### src/rtl/serial_frame_tx.sv
`default_nettype none
// ============================================================================
// Module   : serial_frame_tx
// Purpose  : Serialises one DATA_W-bit payload per frame onto line b. Frame
//            layout is preamble (PRE_W bits of PRE_VAL, MSB first), payload
//            (MSB first), then one stop bit of 0. Every bit is held for one
//            tick period. A new word offered on the stop-bit tick starts the
//            next preamble immediately, so back-to-back frames have no gap.
// Ports    : CLK        clock, rising edge
//            Rst        synchronous active-high reset
//            tick       bit-rate enable
//            din        payload word, captured on the accept edge
//            din_valid  payload offered
//            din_ready  combinational: tick & (IDLE | STOP)
//            b          registered serial line, idles at 0
//            busy       registered, high while a frame is in flight
//            done       registered one-cycle pulse at frame completion
// Revision : 1.0  initial release
// ============================================================================
module serial_frame_tx #(
  parameter int                 DATA_W  = 8,
  parameter int                 PRE_W   = 3,
  parameter logic [PRE_W-1:0]   PRE_VAL = 3'b101
) (
  input  logic              CLK,
  input  logic              Rst,
  input  logic              tick,
  input  logic [DATA_W-1:0] din,
  input  logic              din_valid,
  output logic              din_ready,
  output logic              b,
  output logic              busy,
  output logic              done
);

  localparam int CNT_W = $clog2((DATA_W > PRE_W) ? DATA_W : PRE_W) + 1;
  localparam logic [CNT_W-1:0] c_pre_last  = CNT_W'(PRE_W - 1);
  localparam logic [CNT_W-1:0] c_data_last = CNT_W'(DATA_W - 1);
  localparam logic [CNT_W-1:0] c_cnt_one   = CNT_W'(1);

  typedef enum logic [1:0] {
    S_IDLE = 2'd0,
    S_PRE  = 2'd1,
    S_DATA = 2'd2,
    S_STOP = 2'd3
  } state_t;

  state_t            r_state;
  logic [CNT_W-1:0]  r_cnt;
  logic [DATA_W-1:0] r_sh;
  // Preamble is shifted out of its own register so no variable bit-select
  // of the parameter is needed.
  logic [PRE_W-1:0]  r_pre;
  logic              r_b;
  logic              r_busy;
  logic              r_done;
  logic              w_accept;

  // A new word can only be taken when the line is free or carrying the
  // final stop bit, and only on a bit boundary.
  assign din_ready = tick & ((r_state == S_IDLE) | (r_state == S_STOP));
  assign w_accept  = din_valid & din_ready;

  assign b    = r_b;
  assign busy = r_busy;
  assign done = r_done;

  always_ff @(posedge CLK) begin
    if (Rst) begin
      r_state <= S_IDLE;
      r_cnt   <= '0;
      r_sh    <= '0;
      r_pre   <= '0;
      r_b     <= 1'b0;
      r_busy  <= 1'b0;
      r_done  <= 1'b0;
    end else begin
      r_done <= 1'b0;
      if (tick) begin
        case (r_state)
          S_IDLE: begin
            if (w_accept) begin
              r_sh    <= din;
              r_pre   <= PRE_VAL << 1;
              r_b     <= PRE_VAL[PRE_W-1];
              r_cnt   <= c_pre_last;
              r_state <= S_PRE;
              r_busy  <= 1'b1;
            end
          end
          S_PRE: begin
            if (r_cnt == '0) begin
              r_b     <= r_sh[DATA_W-1];
              r_sh    <= r_sh << 1;
              r_cnt   <= c_data_last;
              r_state <= S_DATA;
            end else begin
              r_b   <= r_pre[PRE_W-1];
              r_pre <= r_pre << 1;
              r_cnt <= r_cnt - c_cnt_one;
            end
          end
          S_DATA: begin
            if (r_cnt == '0) begin
              r_b     <= 1'b0;
              r_state <= S_STOP;
            end else begin
              r_b   <= r_sh[DATA_W-1];
              r_sh  <= r_sh << 1;
              r_cnt <= r_cnt - c_cnt_one;
            end
          end
          default: begin
            // Stop bit has been held for its full period: frame complete.
            r_done <= 1'b1;
            if (w_accept) begin
              r_sh    <= din;
              r_pre   <= PRE_VAL << 1;
              r_b     <= PRE_VAL[PRE_W-1];
              r_cnt   <= c_pre_last;
              r_state <= S_PRE;
              r_busy  <= 1'b1;
            end else begin
              r_b     <= 1'b0;
              r_cnt   <= '0;
              r_state <= S_IDLE;
              r_busy  <= 1'b0;
            end
          end
        endcase
      end
    end
  end

endmodule
`default_nettype wire
### config.mk
export PLATFORM = sky130hd
export DESIGN_NAME = serial_frame_tx
export DESIGN_NICKNAME = d
export VERILOG_FILES = /design/src/rtl/serial_frame_tx.sv
export SDC_FILE = /design/constraint.sdc
export NUM_CORES = 1
export LEC_CHECK = 0
export ABC_AREA = 1
export CAP_MARGIN = 20
export CORE_MARGIN = 2
export CORE_UTILIZATION = 41
export CTS_CLUSTER_SIZE = 24
export DETAILED_ROUTE_END_ITERATION = 10
export HOLD_SLACK_MARGIN = 0.08
export PLACE_DENSITY = 0.71
export RECOVER_POWER = 100
export SLEW_MARGIN = 20
export SYNTH_ARGS = -nofsm -noshare
export SYNTH_HDL_FRONTEND = slang
export SYNTH_SLANG_ARGS = --single-unit
### constraint.sdc
create_clock -name CLK -period 2 [get_ports CLK]
set_input_delay 0.4 -clock CLK [delete_from_list [all_inputs] [get_ports CLK]]
set_output_delay 0.4 -clock CLK [all_outputs]
set_load 0.02 [all_outputs]
==> results of run 1 <==
## cell families (layout without fill, tap and decap cells)
kind of cell    Yosys count  count (layout)  synth area share, %
simple gates             73              73                 30.1
buf+inv                  20              40                 8.83
xor+xnor                  2               2                 1.63
compound gates           22              22                 11.8
mux                       7               7                 6.50
fa+ha+maj                 5               5                 5.81
flops                    19              19                 35.3
## per-layer routing
layer	GRT usage (%)	wire, µm	part of all wire [%]
met5	0	0	0
met2	27.7	1080	51
met3	5.39	113	5.3
met1	15.7	890	42
met4	9.06	53	2.5
## registers in the layout, summed over array words and instances, names as in the netlist
| signal | flops |
|---|---|
| b | 1 |
| busy | 1 |
| done | 1 |
| r_cnt | 4 |
| r_pre | 2 |
| r_sh | 8 |
| r_state | 2 |
## path summary, 6_finish.rpt
kind,depth (start not counted),slack [ns],start,end
setup / recovery,12,0.15,r_state[0]$_SDFFE_PP0P_,r_sh[2]$_SDFFE_PP0P_
hold / removal,2,0.47,busy$_SDFFE_PP0P_,busy$_SDFFE_PP0P_
setup reg to reg,12,0.15,r_state[0]$_SDFFE_PP0P_,r_sh[2]$_SDFFE_PP0P_
hold reg to reg,2,0.47,busy$_SDFFE_PP0P_,busy$_SDFFE_PP0P_
## cells in the mapped netlist (5+ instances only)
cell	n
sky130_fd_sc_hd__ha_1	5
sky130_fd_sc_hd__nor2_1	24
sky130_fd_sc_hd__a21oi_1	10
sky130_fd_sc_hd__o21ai_0	9
sky130_fd_sc_hd__dfxtp_1	19
sky130_fd_sc_hd__nand3_1	6
sky130_fd_sc_hd__nand2_1	34
sky130_fd_sc_hd__mux2i_1	7
sky130_fd_sc_hd__inv_1	15
## through the flow
step	std cells	instance area (µm²)	utilization [%]	hold WS, ns	worst slack [ns]
3_3_place_gp	194	1280	51.7	0.450	-0.0430
3_5_place_dp	194	1280	51.7	0.456	-0.0878
2_1_floorplan	148	1080	-	0.447	0.323
4_1_cts	198	1310	52.8	0.474	0.00973
5_1_grt	198	1300	52.6	0.489	0.00431
6_report	198	1300	52.6	0.468	0.153
## worst max-delay path: cells and delay by family (launching register included)
family	cells	cell delay, ns
buf+inv	4	0.50
simple gates	6	0.40
flops	1	0.39
fa+ha+maj	1	0.32
compound gates	1	0.14
## power by group through the flow
stage / combinational [mW] / clock, mW / sequential, mW
after floorplan: 0.921 / 0 / 0.587
after global placement: 1.14 / 0 / 0.581
after detailed placement: 1.18 / 0 / 0.588
after CTS: 1.18 / 0.211 / 0.579
after global routing: 1.31 / 0.226 / 0.593
final: 1.16 / 0.200 / 0.578
## area by class of cell
| type | instances | share of cell area [%] |
|---|---|---|
| clock inverters | 1 | 0.384 |
| multi-input cells | 109 | 46.2 |
| flip-flops and latches | 19 | 29.2 |
| well taps | 30 | 2.88 |
| repair buffers | 19 | 14.4 |
| clock buffers | 3 | 1.73 |
| inverters | 17 | 5.28 |
## layout by cell type, fill, tap and decap left out, drive strengths merged
cell	n
nand3b	1
o211ai	1
xor2	1
mux2i	7
clkdlybuf4s50	11
nor3	2
clkbuf	4
ha	5
nand2	38
inv	17
clkinv	1
dfxtp	19
o21ai	10
nand3	7
a21oi	11
xnor2	1
buf	4
nor2	25
dlygate4sd3	3
## what timing repair did
action                                  4_1_cts  5_1_grt
endpoints found under the setup margin        1        1
resized for setup                             2        1
pin swaps                                     0        0
buffers inserted                              0        0
hold buffers                                  0        0
==> impl_metrics.toml, run 1 <==
[synthesis]
gate_count_after_technology_mapping = 148
yosys.cell_types.count = 24
synth.yosys.warnings = 0
yosys_most_used_dff = "sky130_fd_sc_hd__dfxtp_1"
async_flop_share_pct = 0
synth_area_per_cell_um2 = 7.28
area_of_the_mapped_netlist_mm2 = 0.00108
yosysTopAreaCellShare_pct = 35.3
mappedNetlistNets = 165
sequential_cell_area_fraction_in_the_yosys_report_pct = 35.3
synth-edff-count = 0
yosys.area.top_type = "sky130_fd_sc_hd__dfxtp_1"
top_cells_by_area_in_the_synthesized_netlist = "sky130_fd_sc_hd__dfxtp_1, sky130_fd_sc_hd__nand2_1, sky130_fd_sc_hd__nor2_1"
synth.ff_latch_count = 19

[route]
detail_route.wl_per_cell_um = 10.8
ant_nets = 0
drc = 0
vias = 972
wirelength_mm = 2.14
viasPerCell = 4.91
drt_iter0_drc = 22
detailedRoute.firstPassIterationCount = 4

[power_and_ir_drop]
power.density_cell_area_mw_per_mm2 = 1480
power.ir.vdd_worst_mv = 0.737
p_leak_nw = 0.594
power_switching_share_pct = 45.5
report.power.total_mw = 1.93
power_frac_seq_pct = 29.9
power.internal_mw = 1.05
p_clk_share_pct = 10.3
net_switching_power_mw = 0.880
power_frac_comb_pct = 59.8

[finish]
n_fill_cell = 254
layout-drive-gt1-share_pct = 11.3
layout.nets = 186
diodes = 0
multiInputGateArea_um2 = 602
seqCellArea_um2 = 380
synthToLayoutAreaGrowth_pct = 21.0

[sta]
finalMaxSlewViolations = 0
totalNegativeSetupSlack_ns = 0
worst_slew_pin_slew_ns = 0.461
clock.fmax_mhz = 542
hold_violations = 0
clock_skew_ns = 0.00249
setup_violations = 0
period_minus_slack_ns = 1.85
finalCritPeriodShare_pct = 92.3
unrepaired_setup_endpoints_after_global_routing = "false"
slew_headroom_pct = 69.2

[global_route]
groute.usage.overall_pct = 15.6
antenna_violations_before_repair = 0
grt_pass1_vias = 925
grt_max_degree = 17
grt_overflow_total = 0
grt_first_pass_wirelength_mm = 3.75

[floorplan]
floorplan.rows = 18
core_mm2 = 0.00248
floorplan.initialDensity_pct = 43.5
overall_die_area_mm2 = 0.00305
floorplan.die.width_um = 55.3
floorplan.io_pins = 16
dieHeight_um = 55.3

[job]
number_of_violations_of_the_max_capacitance_limit = 0

[critical_path]
setup.worst_path.start_class = "flop"
worst-path-max-fanout = 16
timing.setup.critical_path_class = "reg -> reg"
crit_chain = "inv_1 > ha_1 > buf_4 > inv_6 > nand3_4 > nand2_4 > nand2_4 > a21oi_4 > buf_12 > nand2_1 > nand2_1 > nor2_1"
timing.critical_path.to_type = "flop"
timing.critical_path.required_ns = 2.21
slowest_stage = "sky130_fd_sc_hd__dfxtp_1"
cp_slowest_stage_delay_ns = 0.39
worst_ep_arrival_time_ns = 2.06

[placed_design]
i_o_buffers = 15
globalplace.congestion = 0.842
dp_hpwl_mm = 1.69

[status]
status = "finished, final reports clean"

[clocking]
clkTransAtPathRegs_ns = 0.11
clock_tree.root_cell = "sky130_fd_sc_hd__clkbuf_4"
cts.sinks = 19
numCtsBuffers = 3
htree_num_levels = 1
cts_buffer_depth = 2
clk_latency_ns = 0.31
cts_tree = "done"

[worst_hold_path]
hold_path_class = "reg -> reg"
(Power assumes the default switching activity.)
==> run 2, diff against run 1 <==
--- a/config.mk
+++ b/config.mk
@@ -8,11 +8,11 @@
 export ABC_AREA = 1
 export CAP_MARGIN = 20
 export CORE_MARGIN = 2
-export CORE_UTILIZATION = 41
+export CORE_UTILIZATION = 45
 export CTS_CLUSTER_SIZE = 24
 export DETAILED_ROUTE_END_ITERATION = 10
 export HOLD_SLACK_MARGIN = 0.08
-export PLACE_DENSITY = 0.71
+export PLACE_DENSITY = 0.76
 export RECOVER_POWER = 100
 export SLEW_MARGIN = 20
 export SYNTH_ARGS = -nofsm -noshare
==> impl_metrics.toml, run 2 (synthesized netlist as in run 1, its figures left out) <==
[status]
status = "finished, final reports clean"

[sta]
clock.fmax_mhz = 546
finalCritPeriodShare_pct = 91.5
slew_headroom_pct = 71.3
clock_skew_ns = 0.00630
setup_violations = 0
unrepaired_setup_endpoints_after_global_routing = "false"
finalMaxSlewViolations = 0
hold_violations = 0
fin_hold_ws_ns = 0.469
totalNegativeSetupSlack_ns = 0
worst_slew_pin_slew_ns = 0.431
period_minus_slack_ns = 1.83

[global_route]
global_route.peak_usage_layer = "met2"
grt_pass1_vias = 884
groute.usage.overall_pct = 17.9
grt_util_met2_pct = 30.2
grt_first_pass_wirelength_mm = 3.66
globalRouteMet1Util_pct = 22.1
antenna_violations_before_repair = 0
grt_max_degree = 17
grt_overflow_total = 0
grt_use_met3_pct = 1.69

[floorplan]
overall_die_area_mm2 = 0.00280
core_mm2 = 0.00223
floorplan.die.width_um = 52.9
dieHeight_um = 52.9
floorplan.initialDensity_pct = 48.2
floorplan.io_pins = 16
floorplan.rows = 17

[finish]
layout.nets = 186
post-route-cell-area_mm2 = 0.00130
largest_register_ffs = 8
diodes = 0
synthToLayoutAreaGrowth_pct = 20.8
largestRegisters = "r_sh x8, r_cnt x4"
n_fill_cell = 196
fin_util_pct = 58.3
layout_commonest_cell = "sky130_fd_sc_hd__nand2_1"
most-common-layout-cells = "sky130_fd_sc_hd__nand2_1, sky130_fd_sc_hd__nor2_1, sky130_fd_sc_hd__dfxtp_1"
layout-drive-gt1-share_pct = 10.7
top_register_by_number_of_flip_flops = "r_sh"

[route]
vias = 977
drt_iter0_drc = 18
viasPerCell = 4.98
detail_route.wl_per_cell_um = 10.5
ant_nets = 0
drc = 0
wirelength_mm = 2.06
detailedRoute.firstPassIterationCount = 4

[critical_path]
timing.critical_path.to_type = "output pin"
crit_chain = "inv_1 > ha_1 > nor2_1 > clkbuf_2"
timing.setup.critical_path_class = "reg -> out"
cp_top_family = "flip-flops"
worst-path-max-fanout = 4
setup.worst_path.start_class = "flop"
worst_ep_arrival_time_ns = 1.43
timing.critical_path.required_ns = 1.60
slowest_stage = "sky130_fd_sc_hd__dfxtp_1"
cp_slowest_stage_delay_ns = 0.39
timing.critical_path.buf_inv = 2

[placed_design]
placement.cell_area_mm2 = 0.00128
globalplace.congestion = 0.845
i_o_buffers = 15
dp_hpwl_mm = 1.62

[clocking]
cts_buffer_depth = 2
numCtsBuffers = 3
clkTransAtPathRegs_ns = 0.12
cts.sinks = 19
clock_tree.root_cell = "sky130_fd_sc_hd__clkbuf_4"
htree_num_levels = 1
clk_latency_ns = 0.31
cts_tree = "done"

[worst_hold_path]
hold_path_class = "reg -> reg"

[job]
number_of_violations_of_the_max_capacitance_limit = 0

[power_and_ir_drop]
report.power.total_mw = 1.93
power.density_cell_area_mw_per_mm2 = 1480
p_leak_nw = 0.596
power.ir.vdd_worst_mv = 0.998
[run 2: cell types whose count changed in the layout (fill, tap and decap cells not counted)]
cell | previous run | this run
sky130_fd_sc_hd__inv_1 | 15 | 16
sky130_fd_sc_hd__inv_2 | 1 | 0
[run 2: what timing repair did]
action | CTS | global route
setup endpoints to repair | 1 | 1
setup buffers | 0 | 0
hold buffers | 0 | 0
resized for setup | 1 | 2
[run 2: worst register-to-register path, stage by stage, from the launching register on]
cell	delay, ns
sky130_fd_sc_hd__dfxtp_1	0.39
sky130_fd_sc_hd__inv_1	0.08
sky130_fd_sc_hd__ha_1	0.31
sky130_fd_sc_hd__buf_4	0.20
sky130_fd_sc_hd__inv_6	0.07
sky130_fd_sc_hd__nand3_4	0.09
sky130_fd_sc_hd__nand2_4	0.08
sky130_fd_sc_hd__nand2_4	0.05
sky130_fd_sc_hd__a21oi_4	0.14
sky130_fd_sc_hd__buf_12	0.15
sky130_fd_sc_hd__nand2_1	0.06
sky130_fd_sc_hd__nand2_1	0.05
sky130_fd_sc_hd__nor2_1	0.04
[run 2: layout make-up]
cell class / instances / area [µm²] / area share [%]
Clock buffer: 3 / 22.5 / 1.73
Clock inverter: 1 / 5.00 / 0.385
Inverter: 17 / 68.8 / 5.29
Multi-Input combinational cell: 109 / 602 / 46.2
Sequential cell: 19 / 380 / 29.2
Tap cell: 28 / 35.0 / 2.69
Timing Repair Buffer: 19 / 188 / 14.4
[run 2: metal layers]
layer  part of all wire, %  vias up  wire length [µm]
li1                      -      509                 -
met1                    46      444               951
met2                    48       19               993
met3                   3.4        5                71
met4                   2.2        0                46
met5                     0        -                 0
[run 2: final timing paths]
check,from,end,slack [ns],cells after the start
worst max register to register,r_state[0]$_SDFFE_PP0P_,r_sh[2]$_SDFFE_PP0P_,0.19,12
worst min-delay path,busy$_SDFFE_PP0P_,busy$_SDFFE_PP0P_,0.47,2
worst min register to register,busy$_SDFFE_PP0P_,busy$_SDFFE_PP0P_,0.47,2
worst max-delay path,r_state[0]$_SDFFE_PP0P_,din_ready,0.17,4
[run 2: power by group]
part / leakage, nW / internal [mW] / switching [mW]
Clock: 0.0177 / 0.0748 / 0.131
Combinational: 0.422 / 0.476 / 0.670
Sequential: 0.156 / 0.502 / 0.0774
[run 2: stage by stage]
stage,worst slack [ns],std cells
final,0.169,196
after global placement,-0.0576,192
after detailed placement,-0.0788,192
after CTS,0.00403,196
after floorplan,0.323,148
after global routing,0.0394,196
==> run 3, diff against run 2 <==
--- a/config.mk
+++ b/config.mk
@@ -12,7 +12,7 @@
 export CTS_CLUSTER_SIZE = 24
 export DETAILED_ROUTE_END_ITERATION = 10
 export HOLD_SLACK_MARGIN = 0.08
-export PLACE_DENSITY = 0.76
+export PLACE_DENSITY = 0.66
 export RECOVER_POWER = 100
 export SLEW_MARGIN = 20
 export SYNTH_ARGS = -nofsm -noshare
==> impl_metrics.toml, run 3 (synthesized netlist as in run 1, its figures left out) <==
[status]
status = "finished, final reports clean"

[clocking]
cts_tree = "done"
clk_latency_ns = 0.29
numCtsBuffers = 3
cts_buffer_depth = 2
htree_num_levels = 1
clkTransAtPathRegs_ns = 0.10
cts.sinks = 19
clock_tree.root_cell = "sky130_fd_sc_hd__clkbuf_4"

[floorplan]
overall_die_area_mm2 = 0.00280
dieHeight_um = 52.9
floorplan.initialDensity_pct = 48.2
floorplan.io_pins = 16
floorplan.rows = 17
core_mm2 = 0.00223
floorplan.die.width_um = 52.9

[route]
vias = 971
detailedRoute.firstPassIterationCount = 4
drc = 0
viasPerCell = 4.90
ant_nets = 0
drt_iter0_drc = 14
wirelength_mm = 2.17
detail_route.wl_per_cell_um = 10.9

[global_route]
groute.usage.overall_pct = 18.5
grt_overflow_total = 0
grt_first_pass_wirelength_mm = 3.80
grt_pass1_vias = 936
grt_max_degree = 17
antenna_violations_before_repair = 0

[critical_path]
timing.critical_path.to_type = "flop"
r2r_start = "r_state[1]$_SDFFE_PP0P_"
worst_setup_path_endpoint = "r_sh[2]$_SDFFE_PP0P_"
setup.worst_path.start_class = "flop"
critPathLaunch = "r_state[1]$_SDFFE_PP0P_"
regToRegSetupSlack_ns = 0.20
worst-path-max-fanout = 16
rr_endpoint = "r_sh[2]$_SDFFE_PP0P_"
ff2ff_path_depth = 12
timing.setup.critical_path_class = "reg -> reg"
worst_ep_arrival_time_ns = 2.00
timing.critical_path.required_ns = 2.20

[power_and_ir_drop]
net_switching_power_mw = 0.876
p_clk_share_pct = 9.9
power_switching_share_pct = 45.0
power.ir.vdd_worst_mv = 0.740
power_frac_seq_pct = 29.5
power_frac_comb_pct = 60.6
p_leak_nw = 0.599
power.internal_mw = 1.07
power.density_cell_area_mw_per_mm2 = 1480

[finish]
layout-drive-gt1-share_pct = 10.6
largest_register_ffs = 8
largestRegisters = "r_sh x8, r_cnt x4"
post-route-cell-area_mm2 = 0.00131
layout.nets = 188
top_register_by_number_of_flip_flops = "r_sh"
synthToLayoutAreaGrowth_pct = 21.7
fin_util_pct = 58.7
diodes = 0
layout_commonest_cell = "sky130_fd_sc_hd__nand2_1"
most-common-layout-cells = "sky130_fd_sc_hd__nand2_1, sky130_fd_sc_hd__nor2_1, sky130_fd_sc_hd__dfxtp_1"

[placed_design]
placement.cell_area_mm2 = 0.00129
i_o_buffers = 15
globalplace.congestion = 0.795
dp_hpwl_mm = 1.70

[sta]
totalNegativeSetupSlack_ns = 0
finalMaxSlewViolations = 0
setup_violations = 0
finalCritPeriodShare_pct = 90.0
worst_slew_pin_slew_ns = 0.447
clock_skew_ns = 0.00526
hold_violations = 0
clock.fmax_mhz = 556
unrepaired_setup_endpoints_after_global_routing = "false"
slew_headroom_pct = 70.2
period_minus_slack_ns = 1.80
fin_hold_ws_ns = 0.488

[job]
number_of_violations_of_the_max_capacitance_limit = 0

[worst_hold_path]
hold_path_class = "reg -> reg"
[run 3: cell types whose count changed in the layout (fill, tap and decap cells not counted), sizes merged]
cell | previous run | this run
clkbuf | 4 | 6
clkinv | 1 | 0
buf | 4 | 5
[run 3: area by class of cell]
cell class / instances / area, µm²
clock buffers: 4 / 26.3
fillers: 208 / 922
inverters: 17 / 68.8
multi-input cells: 109 / 602
flip-flops and latches: 19 / 380
well taps: 28 / 35.0
repair buffers: 21 / 199
[run 3: worst min-delay path by stage]
stage | from | end | slack, ns | cells past startpoint
final | busy$_SDFFE_PP0P_ | busy$_SDFFE_PP0P_ | 0.49 | 2
after global routing | r_sh[0]$_SDFFE_PP0P_ | r_sh[0]$_SDFFE_PP0P_ | 0.52 | 2
after CTS | r_sh[0]$_SDFFE_PP0P_ | r_sh[0]$_SDFFE_PP0P_ | 0.50 | 2
after detailed placement | r_sh[1]$_SDFFE_PP0P_ | r_sh[1]$_SDFFE_PP0P_ | 0.48 | 2
after global placement | r_sh[6]$_SDFFE_PP0P_ | r_sh[6]$_SDFFE_PP0P_ | 0.46 | 2
after floorplan | r_pre[1]$_SDFFE_PP0P_ | r_pre[2]$_SDFFE_PP0P_ | 0.45 | 2
[run 3: critical path: stages (launching register included)]
cell and delay, ns:
sky130_fd_sc_hd__dfxtp_1 0.37, sky130_fd_sc_hd__inv_1 0.08, sky130_fd_sc_hd__ha_1 0.29, sky130_fd_sc_hd__buf_4 0.20
sky130_fd_sc_hd__inv_6 0.07, sky130_fd_sc_hd__nand3_4 0.09, sky130_fd_sc_hd__nand2_4 0.09, sky130_fd_sc_hd__nand2_4 0.06
sky130_fd_sc_hd__a21oi_4 0.15, sky130_fd_sc_hd__buf_12 0.15, sky130_fd_sc_hd__nand2_1 0.05, sky130_fd_sc_hd__nand2_1 0.06
sky130_fd_sc_hd__nor2_1 0.05
[run 3: layer usage]
metal | vias to the layer above | global-route usage (%) | wire length (µm)
met4 | 0 | 3.85 | 0
met1 | 436 | 19.8 | 1000
li1 | 521 | - | -
met2 | 14 | 35.4 | 1090
met3 | 0 | 5.65 | 80
met5 | - | 0 | 0
[run 3: per-stage QoR]
stage | power, mW | setup WS [ns] | std cells
floorplan | 1.51 | 0.323 | 148
global placement | 1.76 | -0.123 | 194
detailed placement | 1.78 | -0.104 | 194
CTS | 1.98 | 0.0269 | 198
global route | 2.15 | 0.0300 | 198
finish | 1.94 | 0.200 | 198
[run 3: what timing repair did]
item                       CTS  global route
resized for setup            1             2
setup endpoints to repair    1             1
setup buffers                0             0
hold buffers                 0             0
pin swaps                    0             0
[run 3: power groups by stage]
| stage | sequential [mW] | clock [mW] | combinational (mW) |
|---|---|---|---|
| finish | 0.574 | 0.192 | 1.18 |
| global route | 0.588 | 0.228 | 1.33 |
| CTS | 0.575 | 0.206 | 1.20 |
| detailed placement | 0.584 | 0 | 1.20 |
| global placement | 0.579 | 0 | 1.18 |
| floorplan | 0.587 | 0 | 0.921 |
